===== src/rtl/div_pkg.sv =====
// Shared encodings and defaults for the add/sub-based restoring divider.
package div_pkg;

  localparam int DEFAULT_WIDTH = 4;

  typedef enum logic [1:0] {
    IDLE = 2'd0,
    RUN  = 2'd1,
    DONE = 2'd2
  } state_t;

endpackage


===== src/rtl/addsub_div_ctrl_if.sv =====
// Start/busy/done handshake and operand/result bus of the divide controller.
interface addsub_div_ctrl_if #(
  parameter int WIDTH = 4
);
  logic             start;
  logic [WIDTH-1:0] dividend;
  logic [WIDTH-1:0] divisor;
  logic             busy;
  logic             done;
  logic [WIDTH-1:0] quotient;
  logic [WIDTH-1:0] remainder;
  logic             div_by_zero;

  modport master (
    output start, dividend, divisor,
    input  busy, done, quotient, remainder, div_by_zero
  );

  modport slave (
    input  start, dividend, divisor,
    output busy, done, quotient, remainder, div_by_zero
  );
endinterface


===== src/rtl/addsub_unit.sv =====
// WIDTH-bit ripple adder/subtractor: sub=1 computes a + ~b + 1, cout=1 means a >= b.
module addsub_unit #(
  parameter int WIDTH = 4
) (
  input  logic [WIDTH-1:0] a,
  input  logic [WIDTH-1:0] b,
  input  logic             sub,
  output logic [WIDTH-1:0] sum,
  output logic             cout
);

  logic [WIDTH-1:0] w_b_x;

  assign w_b_x = b ^ {WIDTH{sub}};

  always_comb begin
    logic w_carry;
    w_carry = sub;
    sum     = '0;
    for (int i = 0; i < WIDTH; i++) begin
      sum[i]  = a[i] ^ w_b_x[i] ^ w_carry;
      w_carry = (a[i] & w_b_x[i]) | (a[i] & w_carry) | (w_b_x[i] & w_carry);
    end
    cout = w_carry;
  end

endmodule


===== src/rtl/addsub_div_ctrl.sv =====
// Restoring divider: one trial subtraction per clock on a shared add/sub unit,
// WIDTH+1 cycles from accept to done; divide-by-zero finishes in one cycle.
module addsub_div_ctrl
  import div_pkg::*;
#(
  parameter int WIDTH = DEFAULT_WIDTH
) (
  input  logic            clk,
  input  logic            rst,
  addsub_div_ctrl_if.slave bus
);

  localparam int CW = (WIDTH > 2) ? $clog2(WIDTH) : 1;

  state_t           r_state;
  state_t           w_state_nxt;
  // Partial remainder only ever shifts its low WIDTH-1 bits; the full-width
  // final remainder goes straight into r_rem.
  logic [WIDTH-2:0] r_r;
  logic [WIDTH-1:0] r_q;
  logic [WIDTH-1:0] r_d;
  logic [CW-1:0]    r_cnt;
  logic [WIDTH-1:0] r_quot;
  logic [WIDTH-1:0] r_rem;
  logic             r_dz;

  logic [WIDTH-1:0] w_shift;
  logic [WIDTH-1:0] w_diff;
  logic             w_cout;
  logic [WIDTH-1:0] w_r_nxt;
  logic [WIDTH-1:0] w_q_nxt;
  logic             w_zero;

  assign w_shift = {r_r, r_q[WIDTH-1]};
  assign w_r_nxt = w_cout ? w_diff : w_shift;
  assign w_q_nxt = {r_q[WIDTH-2:0], w_cout};
  assign w_zero  = (bus.divisor == '0);

  addsub_unit #(
    .WIDTH(WIDTH)
  ) u_addsub (
    .a   (w_shift),
    .b   (r_d),
    .sub (1'b1),
    .sum (w_diff),
    .cout(w_cout)
  );

  always_ff @(posedge clk) begin
    if (rst) r_state <= IDLE;
    else     r_state <= w_state_nxt;
  end

  always_comb begin
    w_state_nxt = r_state;
    case (r_state)
      IDLE:    if (bus.start) w_state_nxt = w_zero ? DONE : RUN;
      RUN:     if (r_cnt == '0) w_state_nxt = DONE;
      DONE:    w_state_nxt = IDLE;
      default: w_state_nxt = IDLE;
    endcase
  end

  always_ff @(posedge clk) begin
    if (rst) begin
      r_r    <= '0;
      r_q    <= '0;
      r_d    <= '0;
      r_cnt  <= '0;
      r_quot <= '0;
      r_rem  <= '0;
      r_dz   <= 1'b0;
    end else begin
      case (r_state)
        IDLE: begin
          if (bus.start) begin
            r_dz <= w_zero;
            if (w_zero) begin
              r_quot <= '1;
              r_rem  <= bus.dividend;
            end else begin
              r_d   <= bus.divisor;
              r_r   <= '0;
              r_q   <= bus.dividend;
              r_cnt <= CW'(WIDTH - 1);
            end
          end
        end
        RUN: begin
          r_r   <= w_r_nxt[WIDTH-2:0];
          r_q   <= w_q_nxt;
          r_cnt <= r_cnt - CW'(1);
          if (r_cnt == '0) begin
            r_quot <= w_q_nxt;
            r_rem  <= w_r_nxt;
          end
        end
        default: ;
      endcase
    end
  end

  assign bus.busy        = (r_state == RUN);
  assign bus.done        = (r_state == DONE);
  assign bus.quotient    = r_quot;
  assign bus.remainder   = r_rem;
  assign bus.div_by_zero = r_dz;

endmodule


===== src/flat_wrapper.sv =====
// flat-port wrapper written by rule: the top's interface ports become plain ports
module addsub_div_ctrl_flat import div_pkg::*;
#(
  parameter int WIDTH = DEFAULT_WIDTH
)
  (clk, rst, bus_start, bus_dividend, bus_divisor, bus_busy, bus_done, bus_quotient, bus_remainder, bus_div_by_zero);
  addsub_div_ctrl_if #(.WIDTH(WIDTH)) bus_i ();
  input  logic clk;
  input  logic rst;
  input wire logic [$bits(bus_i.start)-1:0] bus_start;
  input wire logic [$bits(bus_i.dividend)-1:0] bus_dividend;
  input wire logic [$bits(bus_i.divisor)-1:0] bus_divisor;
  output wire logic [$bits(bus_i.busy)-1:0] bus_busy;
  output wire logic [$bits(bus_i.done)-1:0] bus_done;
  output wire logic [$bits(bus_i.quotient)-1:0] bus_quotient;
  output wire logic [$bits(bus_i.remainder)-1:0] bus_remainder;
  output wire logic [$bits(bus_i.div_by_zero)-1:0] bus_div_by_zero;
  assign bus_i.start = bus_start;
  assign bus_i.dividend = bus_dividend;
  assign bus_i.divisor = bus_divisor;
  assign bus_busy = bus_i.busy;
  assign bus_done = bus_i.done;
  assign bus_quotient = bus_i.quotient;
  assign bus_remainder = bus_i.remainder;
  assign bus_div_by_zero = bus_i.div_by_zero;
  addsub_div_ctrl #(.WIDTH(WIDTH)) u_core (.clk(clk), .rst(rst), .bus(bus_i));
endmodule

===== config.mk =====
export PLATFORM = sky130hd
export DESIGN_NAME = addsub_div_ctrl_flat
export DESIGN_NICKNAME = d
export VERILOG_FILES = /design/src/rtl/div_pkg.sv /design/src/rtl/addsub_div_ctrl_if.sv /design/src/rtl/addsub_unit.sv /design/src/rtl/addsub_div_ctrl.sv /design/src/flat_wrapper.sv
export SDC_FILE = /design/constraint.sdc
export NUM_CORES = 1
export LEC_CHECK = 0
export ABC_AREA = 1
export ABC_CLOCK_PERIOD_IN_PS = 2930
export CORE_MARGIN = 1
export CORE_UTILIZATION = 40
export DETAILED_ROUTE_END_ITERATION = 6
export HOLD_SLACK_MARGIN = 0.02
export PLACE_DENSITY = 0.64
export SKIP_CTS_REPAIR_TIMING = 1
export SLEW_MARGIN = 20
export SYNTH_ARGS = -nofsm -noshare
export SYNTH_HDL_FRONTEND = slang
export SYNTH_SLANG_ARGS = --single-unit

===== constraint.sdc =====
create_clock -name clk -period 2.93 [get_ports clk]
set_input_delay 0.586 -clock clk [delete_from_list [all_inputs] [get_ports clk]]
set_output_delay 0.586 -clock clk [all_outputs]
set_load 0.01 [all_outputs]

### After elaboration in Yosys (flattened, before gate mapping)

Index checks and enable logic that the tools add are counted.

| operators by class | value |
|---|---|
| eq/ne operators | 6 |
| reductions and logical operators | 9 |
| multiplexer cells | 22 |
| add/subtract/negate cells | 1 |
| bitwise logic cells | 28 |

Operators by type and width:

| operator | count |
|---|---|
| $mux 4 | 9 |
| $pmux 4 s2 | 3 |
| $and 1x1->1 | 10 |
| $mux 2 | 5 |
| $or 1x1->1 | 8 |
| $pmux 2 s2 | 2 |
| $xor 1x1->1 | 7 |
| $mux 3 | 2 |
| $pmux 3 s2 | 1 |
| $reduce_and 3->1 | 2 |
| $logic_not 2->1 | 2 |
| $logic_not 4->1 | 1 |
| $ne 2x1->1 const B | 2 |
| $ne 2x2->1 const B | 2 |
| $not 4->4 | 1 |
| $reduce_and 2->1 | 2 |
| $reduce_and 4->1 | 1 |
| $eq 2x1->1 const B | 1 |
| $eq 2x2->1 const B | 1 |
| $not 1->1 | 2 |
| $reduce_bool 2->1 | 1 |
| $sub 2x1->2 const B | 1 |

| word-level totals | value |
|---|---|
| output and inout bits | 11 |
| register bits | 24 |
| bits of input ports | 11 |
| logic and storage cells | 74 |

### Logic depth before layout (Yosys ltp)

Gate-level depths: netlist of run 1.

| logic depth | value |
|---|---|
| depth after elaboration | 16 |
| depth in mapped cells | 13 |
| mapped depth without buffers | 13 |

### Modules after synthesis

From an unflattened synthesis of run 1, not the netlist that was laid out.

| unflattened totals | value |
|---|---|
| cells, all modules | 197 |
| area total of the unflattened synthesis | 1265.0 sq um |

Modules (own cells, without submodules):

| module | area each (sq um) | cells an instance | instances |
|---|---|---|---|
| addsub_div_ctrl | 1111.1 | 169 | 1 |
| addsub_unit | 153.9 | 28 | 1 |

### Worst setup path after synthesis of run 1

Ideal clock, no wire load.

| path | value |
|---|---|
| kind | flip-flop to flip-flop |
| from | register u_core.r_q[3] |
| to | register u_core.r_rem[3] (netlist: u_core.bus.remainder[3]) |
| setup time | 113 ps |
| buffers on the path | 0 |
| stages on the path, launching flop included | 13 |
| data arrival time | 2051 ps |
| slack | 766 ps |
| data required time | 2817 ps |
| cells stage by stage | dfxtp_1 inv_1 ha_1 fa_1 fa_1 inv_1 fa_1 nand2_1 nand2_1 nand2_1 nand2_1 nor2_1 nor2_1 |

| between the ends | value |
|---|---|
| word-level cells in the longest chain between the ends | 15 |
| elaborated cells between the ends (all ways) | 19 |
| those cells by class | 3 x mux; 16 x bitwise |

Ends and longest elaborated chain:

| element | RTL line | text |
|---|---|---|
| start: declaration | addsub_div_ctrl.sv:20 | `logic [WIDTH-1:0] r_q;` |
| start signal: assignment | addsub_div_ctrl.sv:84 | `r_q <= bus.dividend;` |
| start signal: assignment | addsub_div_ctrl.sv:91 | `r_q <= w_q_nxt;` |
| $and 1x1->1 | addsub_unit.sv:22 | `w_carry = (a[i] & w_b_x[i]) \| (a[i] & w_carry) \| (w_b_x[i] & w_carry);` |
| $or 1x1->1 * (2 in a row) | addsub_unit.sv:22 |  |
| $and 1x1->1 | addsub_unit.sv:22 |  |
| $or 1x1->1 | addsub_unit.sv:22 |  |
| $or 1x1->1 * | addsub_unit.sv:22 |  |
| $and 1x1->1 | addsub_unit.sv:22 |  |
| $or 1x1->1 | addsub_unit.sv:22 |  |
| $or 1x1->1 * | addsub_unit.sv:22 |  |
| $and 1x1->1 | addsub_unit.sv:22 |  |
| $or 1x1->1 (2 in a row) | addsub_unit.sv:22 |  |
| $mux 4 * | addsub_div_ctrl.sv:35 | `assign w_r_nxt = w_cout ? w_diff : w_shift;` |
| $mux 4 * | addsub_div_ctrl.sv:93 | `if (r_cnt == '0) begin` |
| $pmux 4 s2 * | addsub_div_ctrl.sv:74 | `case (r_state)` |
| end signal: assignment | addsub_div_ctrl.sv:80 | `r_rem <= bus.dividend;` |
| end signal: assignment | addsub_div_ctrl.sv:95 | `r_rem <= w_r_nxt;` |
| end: declaration | addsub_div_ctrl.sv:24 | `logic [WIDTH-1:0] r_rem;` |

Every way passes the cells marked *; elsewhere a longest branch is shown, timed or not. The select of a mux whose other input is x is not followed.
A chain may end at the register's enable or synchronous reset.

### Worst setup path in the final report of run 1

| path | value |
|---|---|
| from | register u_core.r_state[0] |
| to | output port bus_busy |

| between the ends | value |
|---|---|
| word-level cells in the longest chain between the ends | 1 |

Ends and longest elaborated chain:

| element | RTL line | text |
|---|---|---|
| start: declaration | addsub_div_ctrl.sv:15 | `state_t r_state;` |
| start signal: assignment | addsub_div_ctrl.sv:51 | `else r_state <= w_state_nxt;` |
| $eq 2x1->1 | addsub_div_ctrl.sv:103 | `assign bus.busy = (r_state == RUN);` |
| end: declaration | flat_wrapper.sv:13 | `output wire logic [$bits(bus_i.busy)-1:0] bus_busy;` |

Every way passes these cells.

==> results of run 1 <==
registers in the layout, summed over array words and instances (netlist names):
signal / cells
u_core.bus.quotient: 4
u_core.r_cnt: 2
u_core.r_state: 2
u_core.r_d: 4
u_core.r_r: 3
u_core.bus.remainder: 4
u_core.r_q: 4
u_core.bus.div_by_zero: 1
layer usage:
layer / vias up / global-route usage [%] / routed length, um
li1: 570 / - / -
met1: 494 / 21.97 / 1244
met2: 25 / 27.73 / 1163
met3: 2 / 5.215 / 135
met4: 0 / 3.484 / 14
met5: - / 0 / 0
power groups by stage:
stage,registers (W),logic [W],clock network [W]
after floorplan,0.000393,0.000160,0
after detailed placement,0.000390,0.000245,0
after global routing,0.000387,0.000275,0.000194
after global placement,0.000389,0.000242,0
after CTS,0.000383,0.000247,0.000181
final,0.000383,0.000245,0.000175
layout by cell type (no fill, tap or decap), drive strengths merged:
cell	Yosys	routed
nand2	55	55
nor2	33	33
dfxtp	24	24
clkdlybuf4s50	0	21
inv	18	18
a21oi	14	14
o21ai	10	10
nand3	6	6
clkbuf	0	4
fa	3	3
ha	2	2
o21a	1	1
final cells by class:
type                            count  area (um^2)
Tap cell                           31        38.79
Inverter                           18        67.56
Sequential cell                    24        480.5
Timing Repair Buffer               21        210.2
Clock buffer                        4        36.28
Fill cell                         299         1349
Multi-Input combinational cell    124        646.9
worst reg2reg max path, stage by stage (launching register included):
cell     delay, ps
dfxtp_1        370
inv_1           50
ha_1           180
fa_1           380
fa_1           360
inv_1           80
fa_1           400
nand2_1         90
nand2_1         50
nand2_1         60
nand2_1         50
nor2_1         110
nor2_1          60
per-stage QoR:
| step | instance area, um^2 | std cells | hold WS (ps) | utilization [%] | worst slack (ps) |
|---|---|---|---|---|---|
| 2_1_floorplan | 1216 | 169 | 434.4 | - | 765.8 |
| 3_3_place_gp | 1444 | 218 | 446.0 | 51.04 | 655.5 |
| 3_5_place_dp | 1444 | 218 | 456.6 | 51.04 | 605.1 |
| 4_1_cts | 1480 | 222 | 475.6 | 52.32 | 583.9 |
| 5_1_grt | 1480 | 222 | 496.8 | 52.32 | 424.3 |
| 6_report | 1480 | 222 | 468.7 | 52.32 | 577.1 |
worst max path at each step:
stage	cells after the start	slack (ps)	end
floorplan	12	770	u_core.bus.remainder[3]
global placement	12	660	u_core.bus.remainder[3]
detailed placement	12	610	u_core.bus.remainder[3]
CTS	3	580	bus_busy
global route	12	420	u_core.bus.remainder[0]
finish	3	580	bus_busy
kinds of logic after synthesis:
family | Yosys count | share of synthesized area (%)
flip-flops | 24 | 39.51
AO/OA/AOI/OAI | 25 | 11.73
adder cells (fa/ha/maj) | 5 | 6.996
buffers and inverters | 21 | 7.304
AND/OR/NAND/NOR | 94 | 34.46
==> impl_metrics.json, run 1 <==
{
  "cap_viol_max_count": 0,
  "antenna_found_initial": 0,
  "hpwlAfterDp_um": 1880,
  "start_util_pct": 42.99,
  "die-area_um2": 3265,
  "worstHoldStart": "u_core.r_cnt[1]",
  "slowest_delay_ps": 570,
  "drt-vias-per-instance": 4.914,
  "synthArstFlopShare_pct": 0,
  "synth_top_cell_by_area": "dfxtp_1",
  "cts_tree": "built",
  "clk_latency_ps": 310,
  "p_comb_share_pct": 30.5,
  "drc": 6,
  "grt_max_degree": 16,
  "rr_endpoint": "u_core.bus.remainder[3]",
  "synth_cell_types": 22,
  "clk_pin_slew_ps": 130,
  "drt_iter0_drc": 42,
  "grt.overflow.total": 0,
  "min_delay_path_depth": 2,
  "violations": "design-rule violations",
  "fin_skew_ps": 4.100,
  "diodes": 0,
  "crit_family": "buffers and inverters",
  "ys_seq_area_share_pct": 39.51,
  "ir_worst_vdd_v": 0.0004920,
  "ys_top_cells_by_area": "dfxtp_1, nand2_1, nor2_1",
  "gp_congestion": 0.8522,
  "crit_buf_inv": 2,
  "yosys.area.top_type_share_pct": 39.51,
  "first_global_vias": 992,
  "nets": 208,
  "grt_pass1_wl_um": 4298,
  "syn_to_final_growth_pct": 21.71,
  "power_frac_clock_pct": 21.8,
  "r2r-start": "u_core.r_q[3]",
  "critPathArrivalTime_ps": 1770,
  "cp-end-kind": "output port",
  "rsz0062_at_grt": "false",
  "first_pass_iters": 6,
  "synth-main-ff-cell": "dfxtp_1",
  "drive_above_1_share_pct": 12.04,
  "synth_warnings": 0,
  "swShare_pct": 32.77,
  "synth_edf_count": 0,
  "clock-sinks": 24,
  "core-area_um2": 2829,
  "ios": 22,
  "ant_nets": 0,
  "clockBufferDepth": 2,
  "outcome": "complete, but fails checks",
  "wl_per_cell_um": 11.52,
  "rr_worst_depth": 12,
  "setup_viol": 0,
  "path_cells": "nand2_2 -> inv_2 -> clkdlybuf4s50_1",
  "final-hold-violation-count": 0,
  "slew-limit-headroom_pct": 67.99,
  "setup_tns_ps": 0,
  "wl_um": 2557,
  "total_power_w": 0.0008029,
  "grt.total_usage_pct": 16.87,
  "htreeDepth": 1,
  "cts_buffers": 3,
  "final.period_utilization_pct": 80.31,
  "num_vias": 1091,
  "period_needed_ps": 2353,
  "avgSynthCellArea_um2": 7.196,
  "synth.most_common_cell": "nand2_1",
  "die_w_um": 57.14,
  "hold_class": "flip-flop to flip-flop",
  "min_to": "u_core.r_cnt[1]",
  "syn_inst": 169,
  "crit_fanout": 12,
  "cts-root-buf": "clkbuf_4",
  "critPathLaunch": "u_core.r_state[0]",
  "drv_slew": 0,
  "die_height_um": 57.14,
  "critPathLaunchType": "flip-flop",
  "ys_seq_elements": 24,
  "crit_required_ps": 2340,
  "syn_nets": 185,
  "crit_path_top_delay_cell": "clkdlybuf4s50_1",
  "synth_area_um2": 1216,
  "fp-row-count": 19,
  "synthTopCellsByCount": "nand2_1, nor2_1, dfxtp_1, inv_1, a21oi_1",
  "r2r_slack_ps": 600,
  "powerDensity_nw_per_um2": 542.4,
  "tightest_slew_ps": 479.6,
  "seqPwrFrac_pct": 47.7,
  "fmax_mhz": 425.0,
  "p_int_w": 0.0005398,
  "p_switching_w": 0.0002631,
  "power.leakage_nw": 0.6549,
  "numPortBuffers": 21,
  "crit_type": "flip-flop to output port"
}
Note: power is estimated with default switching activity, not from simulation.
==> run 2: changes to the inputs <==
Settings changed: ABC_CLOCK_PERIOD_IN_PS 2930 to 1890, PLACE_DENSITY 0.64 to 0.66.
Clock period 2.93 ns to 1.89 ns, I/O delays scaled along.
==> run 2 against run 1 <==
The run ends with design-rule violations, negative setup slack left. Via count grew 0.55%. Worst setup slack lost 770 ps. Wire length rose by 2.8%. Design area rose by 6.0%. Register-to-register slack lost 790 ps. Combinational power is 73% higher. Critical path type is now flip-flop to flip-flop. Highest routed layer unchanged.
==> impl_metrics.json, run 2 (same netlist as run 1, synthesis figures left out) <==
{
  "outcome": "complete, but fails checks",
  "violations": "design-rule violations, negative setup slack",
  "power.leakage_nw": 0.7033,
  "rr_worst_depth": 13,
  "ir_worst_vdd_v": 0.0004479,
  "drv_slew": 0,
  "wl_um": 2628,
  "drc": 4,
  "diodes": 0,
  "wl_per_cell_um": 11.53,
  "layout_commonest_cell": "nand2_1",
  "grt.overflow.total": 0,
  "grt.total_usage_pct": 18.61,
  "hold_class": "flip-flop to flip-flop",
  "crit_buf_inv": 3,
  "cts_tree": "built",
  "die-area_um2": 3265,
  "core-area_um2": 2829,
  "crit_family": "adder cells",
  "slowest_delay_ps": 350,
  "nets": 214,
  "rr_endpoint": "u_core.bus.remainder[1]",
  "num_vias": 1097,
  "grt_max_degree": 16,
  "drive_above_1_share_pct": 19.80,
  "die_w_um": 57.14,
  "crit_type": "flip-flop to flip-flop",
  "ant_nets": 0,
  "fin_skew_ps": 24.57,
  "fmax_mhz": 480.7,
  "setup_viol": 9,
  "hpwlAfterDp_um": 1970,
  "first_pass_iters": 6,
  "path_cells": "inv_2 -> ha_4 -> fa_2 -> fa_2 -> inv_2 -> fa_1 -> inv_2 -> nand2_1 -> o21ai_1 -> nand2_1 -> nand2_1 -> nor2_1 -> nor2_1",
  "grt_pass1_wl_um": 4705,
  "dpl_worst_slack_ps": -290.4,
  "die_height_um": 57.14,
  "critPathArrivalTime_ps": 2330,
  "powerDensity_nw_per_um2": 887.8,
  "setup_ws_ps": -190.4,
  "min_to": "u_core.r_cnt[1]",
  "min_delay_path_depth": 2,
  "critPathLaunchType": "flip-flop",
  "fillCellCount": 275,
  "setup_tns_ps": -1244,
  "cap_viol_max_count": 0,
  "fp-row-count": 19,
  "layout_common_cells": "nand2_1, nor2_1, dfxtp_1",
  "r2r_slack_ps": -190,
  "gp_congestion": 0.8215,
  "whs_ps": 480.2,
  "antenna_found_initial": 0,
  "cts-root-buf": "clkbuf_4",
  "clockBufferDepth": 2,
  "final.period_utilization_pct": 110.1,
  "cp-end-kind": "flip-flop",
  "numPortBuffers": 21,
  "syn_to_final_growth_pct": 29.01,
  "worstHoldStart": "u_core.r_cnt[1]",
  "crit_required_ps": 2140,
  "clk_pin_slew_ps": 150,
  "cts_buffers": 3,
  "clk_latency_ps": 330,
  "final-hold-violation-count": 0,
  "tightest_slew_ps": 457.5,
  "total_power_w": 0.001393,
  "ios": 22,
  "period_needed_ps": 2080,
  "drt_iter0_drc": 42,
  "rsz0062_at_grt": "true",
  "slew-limit-headroom_pct": 69.47,
  "clock-sinks": 24,
  "crit_fanout": 8,
  "crit_path_top_delay_cell": "dfxtp_2",
  "r2r-start": "u_core.r_q[3]",
  "fin_cells": 228,
  "drt-vias-per-instance": 4.811,
  "cp_num_cells": 13,
  "htreeDepth": 1,
  "start_util_pct": 42.99,
  "first_global_vias": 1076,
  "placed_cells": 224
}
-- run 2: cell types whose count changed in the layout (fill, tap and decap cells not counted), sizes merged --
cell / previous run / this run
buf: 0 / 6
clkdlybuf4s50: 21 / 20
dlymetal6s2s: 0 / 1
bufinv: 0 / 1
clkbuf: 4 / 3
-- run 2: how the worst max path moves through the flow --
stage                                          to  slack, ps          start
after global routing      u_core.bus.remainder[3]       -340  u_core.r_q[3]
after global placement    u_core.bus.remainder[1]       -230  u_core.r_q[3]
after floorplan           u_core.bus.remainder[3]       -160  u_core.r_q[3]
final                     u_core.bus.remainder[1]       -190  u_core.r_q[3]
after detailed placement  u_core.bus.remainder[1]       -290  u_core.r_q[3]
after CTS                 u_core.bus.remainder[0]       -300  u_core.r_q[3]
-- run 2: power breakdown --
group | total [W] | switching [W] | internal, W
sequential | 0.000595 | 0.0000348 | 0.000561
clock | 0.000374 | 0.000159 | 0.000215
combinational | 0.000424 | 0.000234 | 0.000190
total | 0.00139 | 0.000428 | 0.000965
-- run 2: layout make-up --
cell class / instances / area, um^2 / area share, %
clock buffers: 3 / 22.52 / 1.435
flip-flops and latches: 24 / 484.2 / 30.86
well taps: 31 / 38.79 / 2.472
multi-input cells: 124 / 668.1 / 42.58
inverters: 18 / 67.56 / 4.306
clock inverters: 1 / 30.03 / 1.914
repair buffers: 27 / 257.7 / 16.43
-- run 2: worst register-to-register path, cell delays in order, from the launching register on --
cell	delay (ps)
dfxtp_2	350
inv_2	40
ha_4	150
fa_2	360
fa_2	350
inv_2	70
fa_1	190
inv_2	80
nand2_1	60
o21ai_1	60
nand2_1	110
nand2_1	60
nor2_1	80
nor2_1	50
-- run 2: metal layers --
metal / up-vias / GRT usage, % / share of wire [%]
met3: 5 / 2.721 / 3.5
met4: 0 / 8.014 / 1.6
met1: 493 / 23.30 / 48
li1: 579 / - / -
met5: - / 0 / 0
met2: 20 / 31.93 / 47
-- run 2: through the flow --
step                      area, um^2  utilization, %
final                           1569           55.46
after global routing            1569           55.46
after CTS                       1560           55.15
after detailed placement        1508           53.30
after global placement          1508           53.30
after floorplan                 1235               -
==> run 3: changes to the inputs <==
Settings changed: CORE_MARGIN 1 to 4.
==> run 3 against run 2 <==
The run ends with negative setup slack left. Non-clock buffer count stayed put. Final cell count stayed put. Register-to-register slack got worse by 70 ps. Critical path type unchanged.
==> impl_metrics.json, run 3 (same netlist as run 1, synthesis figures left out) <==
{
  "grt_max_degree": 16,
  "cts-root-buf": "clkbuf_4",
  "power.leakage_nw": 0.7001,
  "r2r_slack_ps": -260,
  "hpwlAfterDp_um": 2029,
  "path_cells": "inv_2 -> ha_4 -> fa_2 -> fa_2 -> inv_2 -> fa_2 -> nand2_1 -> nand2_1 -> nand2_1 -> nand2_1 -> nor2_1 -> nor2_1",
  "wl_um": 2716,
  "ir_worst_vdd_v": 0.0004332,
  "clockBufferDepth": 2,
  "diodes": 0,
  "clock-sinks": 24,
  "dpl_worst_slack_ps": -290.5,
  "antenna_found_initial": 0,
  "outcome": "complete, but fails checks",
  "fin_util_pct": 55.55,
  "total_power_w": 0.001304,
  "tightest_slew_ps": 453.8,
  "powerDensity_nw_per_um2": 829.5,
  "syn_to_final_growth_pct": 29.22,
  "crit_type": "flip-flop to flip-flop",
  "placed_cell_area_um2": 1508,
  "crit_fanout": 2,
  "fillCellCount": 272,
  "fin_skew_ps": 13.63,
  "final-hold-violation-count": 0,
  "die_w_um": 63.14,
  "hold_class": "flip-flop to flip-flop",
  "crit_top_cell": "nand2_1",
  "clk_latency_ps": 310,
  "gp_congestion": 0.8069,
  "grt.total_usage_pct": 15.09,
  "crit_buf_inv": 2,
  "drt_iter0_drc": 36,
  "setup_ws_ps": -257.2,
  "drive_above_1_share_pct": 21.32,
  "setup_tns_ps": -1229,
  "fp-row-count": 19,
  "htreeDepth": 1,
  "grt.overflow.total": 0,
  "final.period_utilization_pct": 113.6,
  "rsz0062_at_grt": "true",
  "die-area_um2": 3987,
  "grt_pass1_wl_um": 4864,
  "die_height_um": 63.14,
  "critPathLaunchType": "flip-flop",
  "wl_per_cell_um": 11.91,
  "num_vias": 1081,
  "numPortBuffers": 21,
  "crit_family": "adder cells",
  "cap_viol_max_count": 0,
  "setup_viol": 9,
  "ios": 22,
  "worstHoldStart": "u_core.r_cnt[1]",
  "cp-end-kind": "flip-flop",
  "crit_required_ps": 2120,
  "cts_buffers": 3,
  "slowest_delay_ps": 420,
  "r2r-start": "u_core.r_q[3]",
  "period_needed_ps": 2147,
  "drc": 0,
  "cts_tree": "built",
  "layout_commonest_cell": "nand2_1",
  "violations": "negative setup slack",
  "critPathArrivalTime_ps": 2380,
  "drv_slew": 0,
  "ant_nets": 0,
  "fmax_mhz": 465.7,
  "drt-vias-per-instance": 4.741,
  "core-area_um2": 2829,
  "first_global_vias": 1080,
  "critPathLaunch": "u_core.r_q[3]",
  "nets": 214,
  "start_util_pct": 42.99,
  "slew-limit-headroom_pct": 69.72,
  "clk_pin_slew_ps": 140,
  "finalInstanceArea_um2": 1572,
  "layout_common_cells": "nand2_1, nor2_1, dfxtp_1",
  "first_pass_iters": 4,
  "crit_path_top_delay_cell": "fa_2"
}
## run 3: cell count changes in the layout (fill, tap and decap cells not counted), sizes merged
cell | before | now
clkbuf | 3 | 4
bufinv | 1 | 0
## run 3: area by class of cell
cell class                      instances  area, um^2  share of cell area [%]
Multi-Input combinational cell        124       684.4                   43.55
Sequential cell                        24       481.7                   30.65
Timing Repair Buffer                   27       257.7                   16.40
Inverter                               18       72.57                   4.618
Tap cell                               31       38.79                   2.468
Clock buffer                            4       36.28                   2.309
## run 3: final timing paths
| kind | to | depth (start not counted) |
|---|---|---|
| setup / recovery | u_core.bus.remainder[3] | 12 |
| hold / removal | u_core.r_cnt[1] | 2 |
| setup reg to reg | u_core.bus.remainder[3] | 12 |
| hold reg to reg | u_core.r_cnt[1] | 2 |
## run 3: per-layer routing
metal	GRT usage [%]	vias to the layer above	wire (um)
li1	-	578	-
met1	18.93	482	1327
met2	25.03	17	1250
met3	3.375	4	104
met4	5.785	0	33
met5	0	-	0
## run 3: metrics by stage
| stage | cells | hold WS (ps) |
|---|---|---|
| global placement | 224 | 446.7 |
| floorplan | 169 | 434.4 |
| finish | 228 | 474.4 |
| CTS | 228 | 478.3 |
| global route | 228 | 492.6 |
| detailed placement | 224 | 460.0 |
## run 3: where the power goes
| part | total, W | switching, W | internal (W) |
|---|---|---|---|
| combinational | 0.000444 | 0.000245 | 0.000199 |
| clock | 0.000267 | 0.000149 | 0.000118 |
| sequential | 0.000593 | 0.0000329 | 0.000560 |
## run 3: worst reg2reg max path: stages (launching register included)
cell     delay [ps]
dfxtp_2         350
inv_2            40
ha_4            140
fa_2            330
fa_2            360
inv_2            70
fa_2            420
nand2_1          80
nand2_1          50
nand2_1          60
nand2_1          50
nor2_1           90
nor2_1           40
